==> config.mk <==
export PLATFORM = sky130hd
export DESIGN_NAME = serial_addsub
export DESIGN_NICKNAME = d
export VERILOG_FILES = /design/src/rtl/serial_addsub.sv
export SDC_FILE = /design/constraint.sdc
export NUM_CORES = 1
export LEC_CHECK = 0
export CAP_MARGIN = 10
export CORE_AREA = 5 5 64 66
export DETAILED_ROUTE_END_ITERATION = 7
export DIE_AREA = 0 0 69 71
export PLACE_DENSITY_LB_ADDON = 0.12
export SYNTH_ARGS = -nofsm -noshare
export SYNTH_HDL_FRONTEND = slang
export SYNTH_SLANG_ARGS = --single-unit
==> constraint.sdc <==
create_clock -name Clock -period 2 [get_ports Clock]
set_input_delay 0.6 -clock Clock [delete_from_list [all_inputs] [get_ports Clock]]
set_output_delay 0.6 -clock Clock [all_outputs]
set_load 0.005 [all_outputs]
==> src/rtl/serial_addsub.sv <==
// ---------------------------------------------------------------------------
// serial_addsub
//
// Bit-serial two's-complement adder/subtractor with a Start/Done/Ack
// handshake. One result bit is produced per falling edge of Clock, LSB
// first, so a result takes WIDTH cycles after the load edge. Subtraction
// uses A + ~B + 1: B is inverted at load and the carry flop is preset to 1.
//
// Parameters:
//   WIDTH  operand/result width in bits (2..32)
//   CNTW   bit-counter width, 2**CNTW must exceed WIDTH
//
// Ports:
//   Clock   in   system clock, all state changes on the falling edge
//   Resetn  in   asynchronous active-low reset
//   Start   in   request, sampled only while idle
//   Sub     in   0 = A+B, 1 = A-B, sampled with Start
//   A, B    in   WIDTH-bit two's-complement operands, sampled with Start
//   Ack     in   consumer acknowledge, only honoured while Done is high
//   Busy    out  high while bits are being shifted
//   Done    out  high while the result is valid and not yet acknowledged
//   S       out  result register (modulo 2**WIDTH)
//   Cout    out  carry out of the MSB (for subtraction 1 = no borrow)
//   Ovf     out  signed overflow
//
// Optional build macro:
//   SERIAL_ADDSUB_SAT_EN  when defined, an overflowing result is replaced by
//                         the most-positive or most-negative value, chosen
//                         by the sign of A. Ovf and Cout still report the raw
//                         flags. When undefined no saturation logic exists.
// ---------------------------------------------------------------------------
module serial_addsub #(
   parameter int WIDTH = 8,
   parameter int CNTW  = 6
) (
   input  logic             Clock,
   input  logic             Resetn,
   input  logic             Start,
   input  logic             Sub,
   input  logic [WIDTH-1:0] A,
   input  logic [WIDTH-1:0] B,
   input  logic             Ack,
   output logic             Busy,
   output logic             Done,
   output logic [WIDTH-1:0] S,
   output logic             Cout,
   output logic             Ovf
);

   typedef enum logic [1:0] {
      ST_IDLE  = 2'd0,
      ST_SHIFT = 2'd1,
      ST_DONE  = 2'd2
   } state_t;

   state_t             state_q, state_d;
   logic [WIDTH-1:0]   ra_q, ra_d;
   logic [WIDTH-1:0]   rb_q, rb_d;
   logic [WIDTH-1:0]   s_q, s_d;
   logic [CNTW-1:0]    cnt_q, cnt_d;
   logic               carry_q, carry_d;
   logic               cout_q, cout_d;
   logic               ovf_q, ovf_d;

`ifdef SERIAL_ADDSUB_SAT_EN
   // Sign of A, kept only to pick the saturation direction.
   logic               asign_q, asign_d;
`endif

   logic               sum_bit;
   logic               carry_out;
   logic               last_bit;

   // One full-adder slice working on the current LSBs of the operand
   // shift registers and the carry flop.
   assign sum_bit   = ra_q[0] ^ rb_q[0] ^ carry_q;
   assign carry_out = (ra_q[0] & rb_q[0]) | (ra_q[0] & carry_q) | (rb_q[0] & carry_q);
   assign last_bit  = (cnt_q == CNTW'(WIDTH - 1));

   // Next-state and datapath logic. Everything holds by default; the load
   // edge captures operands, each shift edge retires one bit, and the MSB
   // edge also produces the flags. At the MSB slice carry_q is the carry
   // into the MSB and carry_out is the carry out of it, so their XOR is
   // signed overflow.
   always_comb begin
      state_d = state_q;
      ra_d    = ra_q;
      rb_d    = rb_q;
      s_d     = s_q;
      cnt_d   = cnt_q;
      carry_d = carry_q;
      cout_d  = cout_q;
      ovf_d   = ovf_q;
`ifdef SERIAL_ADDSUB_SAT_EN
      asign_d = asign_q;
`endif

      case (state_q)
         ST_IDLE: begin
            if (Start) begin
               ra_d    = A;
               rb_d    = Sub ? ~B : B;
               carry_d = Sub;
               cnt_d   = '0;
`ifdef SERIAL_ADDSUB_SAT_EN
               asign_d = A[WIDTH-1];
`endif
               state_d = ST_SHIFT;
            end
         end

         ST_SHIFT: begin
            ra_d    = {1'b0, ra_q[WIDTH-1:1]};
            rb_d    = {1'b0, rb_q[WIDTH-1:1]};
            s_d     = {sum_bit, s_q[WIDTH-1:1]};
            carry_d = carry_out;
            cnt_d   = cnt_q + CNTW'(1);
            if (last_bit) begin
               cout_d  = carry_out;
               ovf_d   = carry_q ^ carry_out;
`ifdef SERIAL_ADDSUB_SAT_EN
               if (carry_q ^ carry_out) begin
                  s_d = asign_q ? {1'b1, {(WIDTH-1){1'b0}}}
                                : {1'b0, {(WIDTH-1){1'b1}}};
               end
`endif
               state_d = ST_DONE;
            end
         end

         ST_DONE: begin
            // Start is deliberately ignored here, even together with Ack:
            // a new operation needs Start seen while idle.
            if (Ack) begin
               state_d = ST_IDLE;
            end
         end

         default: begin
            state_d = ST_IDLE;
         end
      endcase
   end

   // State register, updated on the falling edge; reset discards any
   // operation in flight and clears every visible output.
   always_ff @(negedge Clock or negedge Resetn) begin
      if (!Resetn) begin
         state_q <= ST_IDLE;
         ra_q    <= '0;
         rb_q    <= '0;
         s_q     <= '0;
         cnt_q   <= '0;
         carry_q <= 1'b0;
         cout_q  <= 1'b0;
         ovf_q   <= 1'b0;
`ifdef SERIAL_ADDSUB_SAT_EN
         asign_q <= 1'b0;
`endif
      end else begin
         state_q <= state_d;
         ra_q    <= ra_d;
         rb_q    <= rb_d;
         s_q     <= s_d;
         cnt_q   <= cnt_d;
         carry_q <= carry_d;
         cout_q  <= cout_d;
         ovf_q   <= ovf_d;
`ifdef SERIAL_ADDSUB_SAT_EN
         asign_q <= asign_d;
`endif
      end
   end

   assign Busy = (state_q == ST_SHIFT);
   assign Done = (state_q == ST_DONE);
   assign S    = s_q;
   assign Cout = cout_q;
   assign Ovf  = ovf_q;

endmodule

==> Yosys cells after proc, flatten, opt, wreduce, memory -nomap -nowiden <==
Index checks and enable logic that the tools add are counted.
{ "classes": {"mux": 13, "n_bitwise": 9, "n_reduce_logical": 5, "addsub": 1, "n_eq_ne": 6} }
{ "op_table": {"columns": ["operator", "count"], "rows": [
  ["8-bit one-hot mux with 2 select lines", 2],
  ["8-bit 2-to-1 mux", 3],
  ["6-bit one-hot mux with 2 select lines", 1],
  ["8-bit NOT", 1],
  ["6-bit by 1-bit adder with 6-bit output, second input constant", 1],
  ["6-bit by 3-bit equality test with 1-bit output, second input constant", 1],
  ["2-bit 2-to-1 mux", 3],
  ["6-bit 2-to-1 mux", 1],
  ["2-bit one-hot mux with 3 select lines", 1],
  ["2-bit != test, second input constant", 2],
  ["2-bit AND reduction", 2],
  ["1-bit bitwise AND", 3],
  ["3-bit AND reduction", 1],
  ["1-bit bitwise XOR", 3],
  ["2-bit by 1-bit equality test with 1-bit output, second input constant", 1],
  ["2-bit equality test, second input constant", 1],
  ["2-bit zero test", 1],
  ["2-bit by 1-bit != test with 1-bit output, second input constant", 1],
  ["1-bit bitwise OR", 2],
  ["1-bit one-hot mux with 2 select lines", 1],
  ["2-bit nonzero test", 1],
  ["1-bit 2-to-1 mux", 1]
]} }
{ "totals": {"reg_bits": 35, "input_bits": 21, "out_inout_bits": 12} }

==> Depth between registers and ports, before layout <==
Gate-level depths: netlist (run 1).
{ "depth": {"word_depth": 4, "ltp_mapped": 5} }

==> metrics, run 1 <==
grt met1 use=0.205; Die H=71 um; syn nets=176; HP Start=cnt_q[5]; vias in the first global route=1529; failing checks=negative setup slack; final hold violation count=0; #FFs+latches synth=35; Cell Rows=22; met3 usage=0.0497; die area=4900 um^2; syn avg cell area=11.2 um^2; IO Count=33; Reg clk slew, reported paths=0.07 ns; WHS Endpoint=cnt_q[5]; CTS root buf=clkbuf_4; grt ovf=0; total track usage=0.171; VDD IR max=0.000613 V; final core occ=0.717; Max clock buf depth=2; total clock sinks=35; Antenna Violating Nets Remaining=0; First-pass DRT Iterations=4; worst hold stages=1; PnR worst setup slack=-0.731 ns; CP Class=register to output pin; Sw Ratio=0.357; register area share after synthesis=0.511; Residual DRC=0; Initial Util=0.487; post-route cell area=2530 um^2; post-synth cell types=29; Mapped Cells=153; Core ar.=3520 um^2; clock latency on the worst-skew pair=0.32 ns; DRT iter0 DRCs=92; Sw Pwr=1.12 mW; Pwr Total=3.15 mW; CP max FO=2; gp weighted congestion=0.817; CP endpoint kind=output pin; Slew Limit Fails=0; post-detail-place hpwl=2690 um; pwr/cell area=1250 nW/um^2; worst hold path class=register to register; Pint=2.03 mW; Final #Nets=238; run status=finished with violations; sequential share of power=0.388; worst r2r src=state_q[0]; Setup crit start kind=register; Leakage=1.21 nW; Placed Area=2290 um^2; met2 GRT Util=0.294; Worst-Margin Slew=0.383 ns; CTS tree=yes; final setup violation count=26; R2R setup slack=0.25 ns; first-pass GRT wire length=6870 um; R2R depth=5; drt total wl=4070 um; Reg2Reg Capture Point=Ovf; pre-CTS setup slack=-1.22 ns; grt peak-use layer=met2; via count=1438; Relative slew margins=0.744; Num CTS Buffers=5; Area Growth Syn to Fin=47.3%; initial antenna violation count=0; hold buffer count at CTS=0; routed len/inst=15.5 um; CTS H-tree lvls=2; IO buf count=32; Critical Path RT=1.40 ns; logic gate share of total power=0.487; CP Data Arrival Time=2.13 ns; Max-cap violations=0; Antenna diodes=0; Mapped Area=1720 um^2; Vias/cell=5.47; TNS Setup=-7.52 ns; layout cells sized above 1=0.474; Worst Skew=0.00596 ns; RSZ-0062 raised after global routing=true; largest net degree at the start of global routing=30; Die Wd=69 um; clock power share=0.124; Yosys Warn Count=0
layout make-up:
cell class,instances,area (um^2)
Sequential cell,35,876
Inverter,7,26.3
Fill cell,279,997
Clock buffer,6,51.3
Multi-Input combinational cell,101,960
Tap cell,48,60.1
Timing Repair Buffer,65,548
Clock inverter,1,5.00
per-layer routing:
layer  share of wire  wire, um
met4           0.014        59
met2            0.53      2150
met5               0         0
met3           0.042       171
met1            0.42      1690
state kept, by name, summed over array words and instances, names as in the netlist:
register,cells
S,8
ra_q,8
rb_q,8
cnt_q,6
state_q,2
Cout,1
Ovf,1
carry_q,1
timing repair:
| item | 4_1_cts | 5_1_grt |
|---|---|---|
| pin swaps | 21 | 10 |
| gates cloned | 1 | 0 |
| buffers inserted | 12 | 5 |
| resized for setup | 102 | 10 |
| endpoints found under the setup margin | 36 | 29 |
kinds of logic after synthesis:
family,count (synthesis),share of synthesized area
XOR/XNOR,9,0.0460
buffers and inverters,18,0.0489
flip-flops,35,0.511
multiplexers,15,0.0956
AO/OA/AOI/OAI,46,0.186
adder cells (fa/ha/maj),2,0.0190
AND/OR/NAND/NOR,28,0.0941
how the worst max path moves through the flow:
stage / start / endpoint / slack, ns / cells past startpoint
finish: state_q[0] / Done / -0.73 / 4
global route: state_q[0] / Done / -0.77 / 4
global placement: Start / rb_q[7] / -1.12 / 4
detailed placement: Start / ra_q[0] / -1.22 / 4
floorplan: state_q[0] / Busy / -0.43 / 3
CTS: state_q[0] / Done / -0.74 / 4
through the flow:
stage	instances	hold slack (ns)
2_1_floorplan	153	0.382
3_3_place_gp	238	0.411
3_5_place_dp	238	0.430
4_1_cts	258	0.436
5_1_grt	263	0.477
6_report	263	0.441
Yosys cell counts (all sizes together):
master / n / area (um^2)
dfrtn: 35 / 876
o21ai: 12 / 60.1
mux2: 11 / 124
a21oi: 9 / 45.0
a22oi: 9 / 67.6
buf: 8 / 46.3
inv: 7 / 26.3
nand2: 7 / 26.3
nor2b: 7 / 43.8
xnor2: 7 / 61.3
a221o: 6 / 60.1
o32ai: 6 / 52.6
and2b: 4 / 30.0
mux2i: 4 / 40.0
clkbuf: 3 / 11.3
nand4: 3 / 18.8
a22o: 2 / 17.5
nand2b: 2 / 12.5
xor2: 2 / 17.5
a41oi: 1 / 8.76
and3: 1 / 6.26
fa: 1 / 20.0
ha: 1 / 12.5
nor2: 1 / 3.75
nor3: 1 / 5.00
o211ai: 1 / 7.51
or2: 1 / 6.26
or3b: 1 / 8.76
worst max-delay path, stage by stage (launching register included):
cell	delay (ns)
dfrtn_1	0.45
buf_6	0.11
nand2b_4	0.11
inv_2	0.03
buf_6	0.10
placed cells by master (no fill, tap or decap), drive strengths merged, types with 4 or more instances in the layout:
cell / synthesis / routed
a22oi: 9 / 9
mux2i: 4 / 4
nand2: 7 / 7
clkbuf: 3 / 8
dfrtn: 35 / 35
o21ai: 12 / 12
nor2b: 7 / 7
clkdlybuf4s15: 0 / 4
buf: 8 / 47
inv: 7 / 7
a21oi: 9 / 9
and2b: 4 / 4
dlygate4sd2: 0 / 10
o32ai: 6 / 6
xnor2: 7 / 7
mux2: 11 / 11
a221o: 6 / 6
power groups by stage:
stage / sequential [mW] / clock [mW] / combinational (mW)
2_1_floorplan: 1.19 / 0 / 0.897
3_3_place_gp: 1.21 / 0 / 1.29
3_5_place_dp: 1.23 / 0 / 1.35
4_1_cts: 1.21 / 0.399 / 1.47
5_1_grt: 1.26 / 0.432 / 1.69
6_report: 1.22 / 0.392 / 1.54
(Power assumes the default switching activity.)
==> inputs of run 2 (changes only) <==
- SKIP_LAST_GASP: unset -> 1
==> run 2 against run 1 <==
Effect of this change:
- the run still ends with negative setup slack left
- clock skew about the same
- final area shrank 0.20%
- routed wire length grew 0.64%
- first-iteration DRC count fell by 3.3%
- total power is 0.34% lower
- worst setup slack lost 0.0016 ns
- register-to-register slack is essentially flat
- combinational power hardly changed
- final cell count unchanged
- sequential share of layout area rose by 0.069 points
- flip-flop and latch count is the same
- critical path type unchanged
- critical endpoint unchanged
==> metrics, run 2 (synthesis gave the netlist of run 1 again) <==
run status=finished with violations; failing checks=negative setup slack; logic gate share of total power=0.486; number of fill cells=280; CP top delay family=flip-flops; hold buffer count at CTS=0; Antenna diodes=0; die area=4900 um^2; layout cells sized above 1=0.474; CTS H-tree lvls=2; IO Count=33; initial antenna violation count=0; CP Class=register to output pin; DR top layer=met4; Worst-Margin Slew=0.381 ns; post-route cell area=2520 um^2; DR WL met2=2150 um; Max-cap violations=0; TNS Setup=-7.52 ns; vias in the first global route=1526; Max clock buf depth=2; Pint=2.02 mW; largest net degree at the start of global routing=30; clock latency on the worst-skew pair=0.33 ns; PnR worst setup slack=-0.732 ns; Leakage=1.21 nW; final setup violation count=26; Worst Skew=0.00565 ns; Cell Rows=22; most common cell after layout, fill and taps aside=dfrtn_1; Slew Limit Fails=0; gp weighted congestion=0.817; Area Growth Syn to Fin=47.0%; via count=1438; CTS tree=yes; RSZ-0062 raised after global routing=true; CTS root buf=clkbuf_4; wl on met1=1690 um; crit-path max cell delay=0.45 ns; Reg clk slew, reported paths=0.07 ns; Setup crit start kind=register; clock power share=0.125; CP dominant cell by count=buf_6; Vias/cell=5.47; Num CTS Buffers=5; sequential share of power=0.389; final core occ=0.716; Antenna Violating Nets Remaining=0; Core ar.=3520 um^2; total clock sinks=35; Die H=71 um; Relative slew margins=0.745; most frequent cells in the layout=dfrtn_1 (35), buf_4 (25); post-detail-place hpwl=2690 um; worst hold path class=register to register; Pwr Total=3.14 mW; grt ovf=0; First-pass DRT Iterations=4; slowest CP cell=dfrtn_1; drt total wl=4100 um; Final #Nets=238; pwr/cell area=1250 nW/um^2; critical path buffer and inverter count=3; total track usage=0.171; routed len/inst=15.6 um; Critical Path RT=1.40 ns; met3 WL=193 um; first-pass GRT wire length=6850 um; Die Wd=69 um; final hold violation count=0; DRT iter0 DRCs=89; CP max FO=2; Sw Ratio=0.358; pre-CTS setup slack=-1.22 ns; CP Data Arrival Time=2.13 ns; Initial Util=0.487; CP endpoint kind=output pin; Placed Area=2290 um^2; VDD IR max=0.000612 V; Sw Pwr=1.12 mW; IO buf count=32; Residual DRC=0; critical path, cell by cell=buf_6 -> nand2b_4 -> inv_2 -> buf_6
## run 2: changes by cell type in the layout (fill, tap and decap cells not counted), sizes merged
| cell | change |
|---|---|
| clkdlybuf4s15 | -1 |
| dlygate4sd2 | +1 |
## run 2: final timing paths
| kind | start | end | slack (ns) | cells past startpoint |
|---|---|---|---|---|
| min in group asynchronous | Resetn | S[0] | 1.56 | 2 |
| worst max register to register | state_q[0] | Ovf | 0.24 | 5 |
| worst max-delay path | state_q[0] | Done | -0.73 | 4 |
| worst min register to register | cnt_q[5] | cnt_q[5] | 0.44 | 1 |
| max in group asynchronous | Resetn | ra_q[2] | 0.24 | 2 |
| worst min-delay path | cnt_q[5] | cnt_q[5] | 0.44 | 1 |
## run 2: layout make-up
class | instances | area, um^2 | share of cell area
repair buffers | 65 | 547 | 0.217
flip-flops and latches | 35 | 876 | 0.347
multi-input cells | 101 | 956 | 0.379
clock buffers | 6 | 51.3 | 0.0203
inverters | 7 | 26.3 | 0.0104
well taps | 48 | 60.1 | 0.0238
clock inverters | 1 | 5.00 | 0.00199
## run 2: power by group through the flow
stage / sequential, mW / combinational, mW / clock (mW)
global placement: 1.21 / 1.29 / 0
detailed placement: 1.23 / 1.35 / 0
floorplan: 1.19 / 0.897 / 0
CTS: 1.21 / 1.46 / 0.399
global route: 1.26 / 1.68 / 0.432
finish: 1.22 / 1.53 / 0.393
## run 2: stage by stage
stage / hold WS (ns) / instances
detailed placement: 0.430 / 238
global route: 0.477 / 263
global placement: 0.411 / 238
floorplan: 0.382 / 153
CTS: 0.436 / 258
finish: 0.441 / 263
## run 2: routing by layer
layer | track usage | up-vias
li1 | - | 679
met1 | 0.204 | 720
met4 | 0.0607 | 0
met5 | 0 | -
met3 | 0.0497 | 7
met2 | 0.294 | 32
## run 2: what timing repair did
| action | in CTS | in global routing |
|---|---|---|
| setup buffers | 12 | 5 |
| endpoints found under the hold margin | 0 | 0 |
| endpoints found under the setup margin | 36 | 29 |
| resized for setup | 99 | 11 |
| gates cloned | 1 | 0 |
| pin swaps | 21 | 12 |
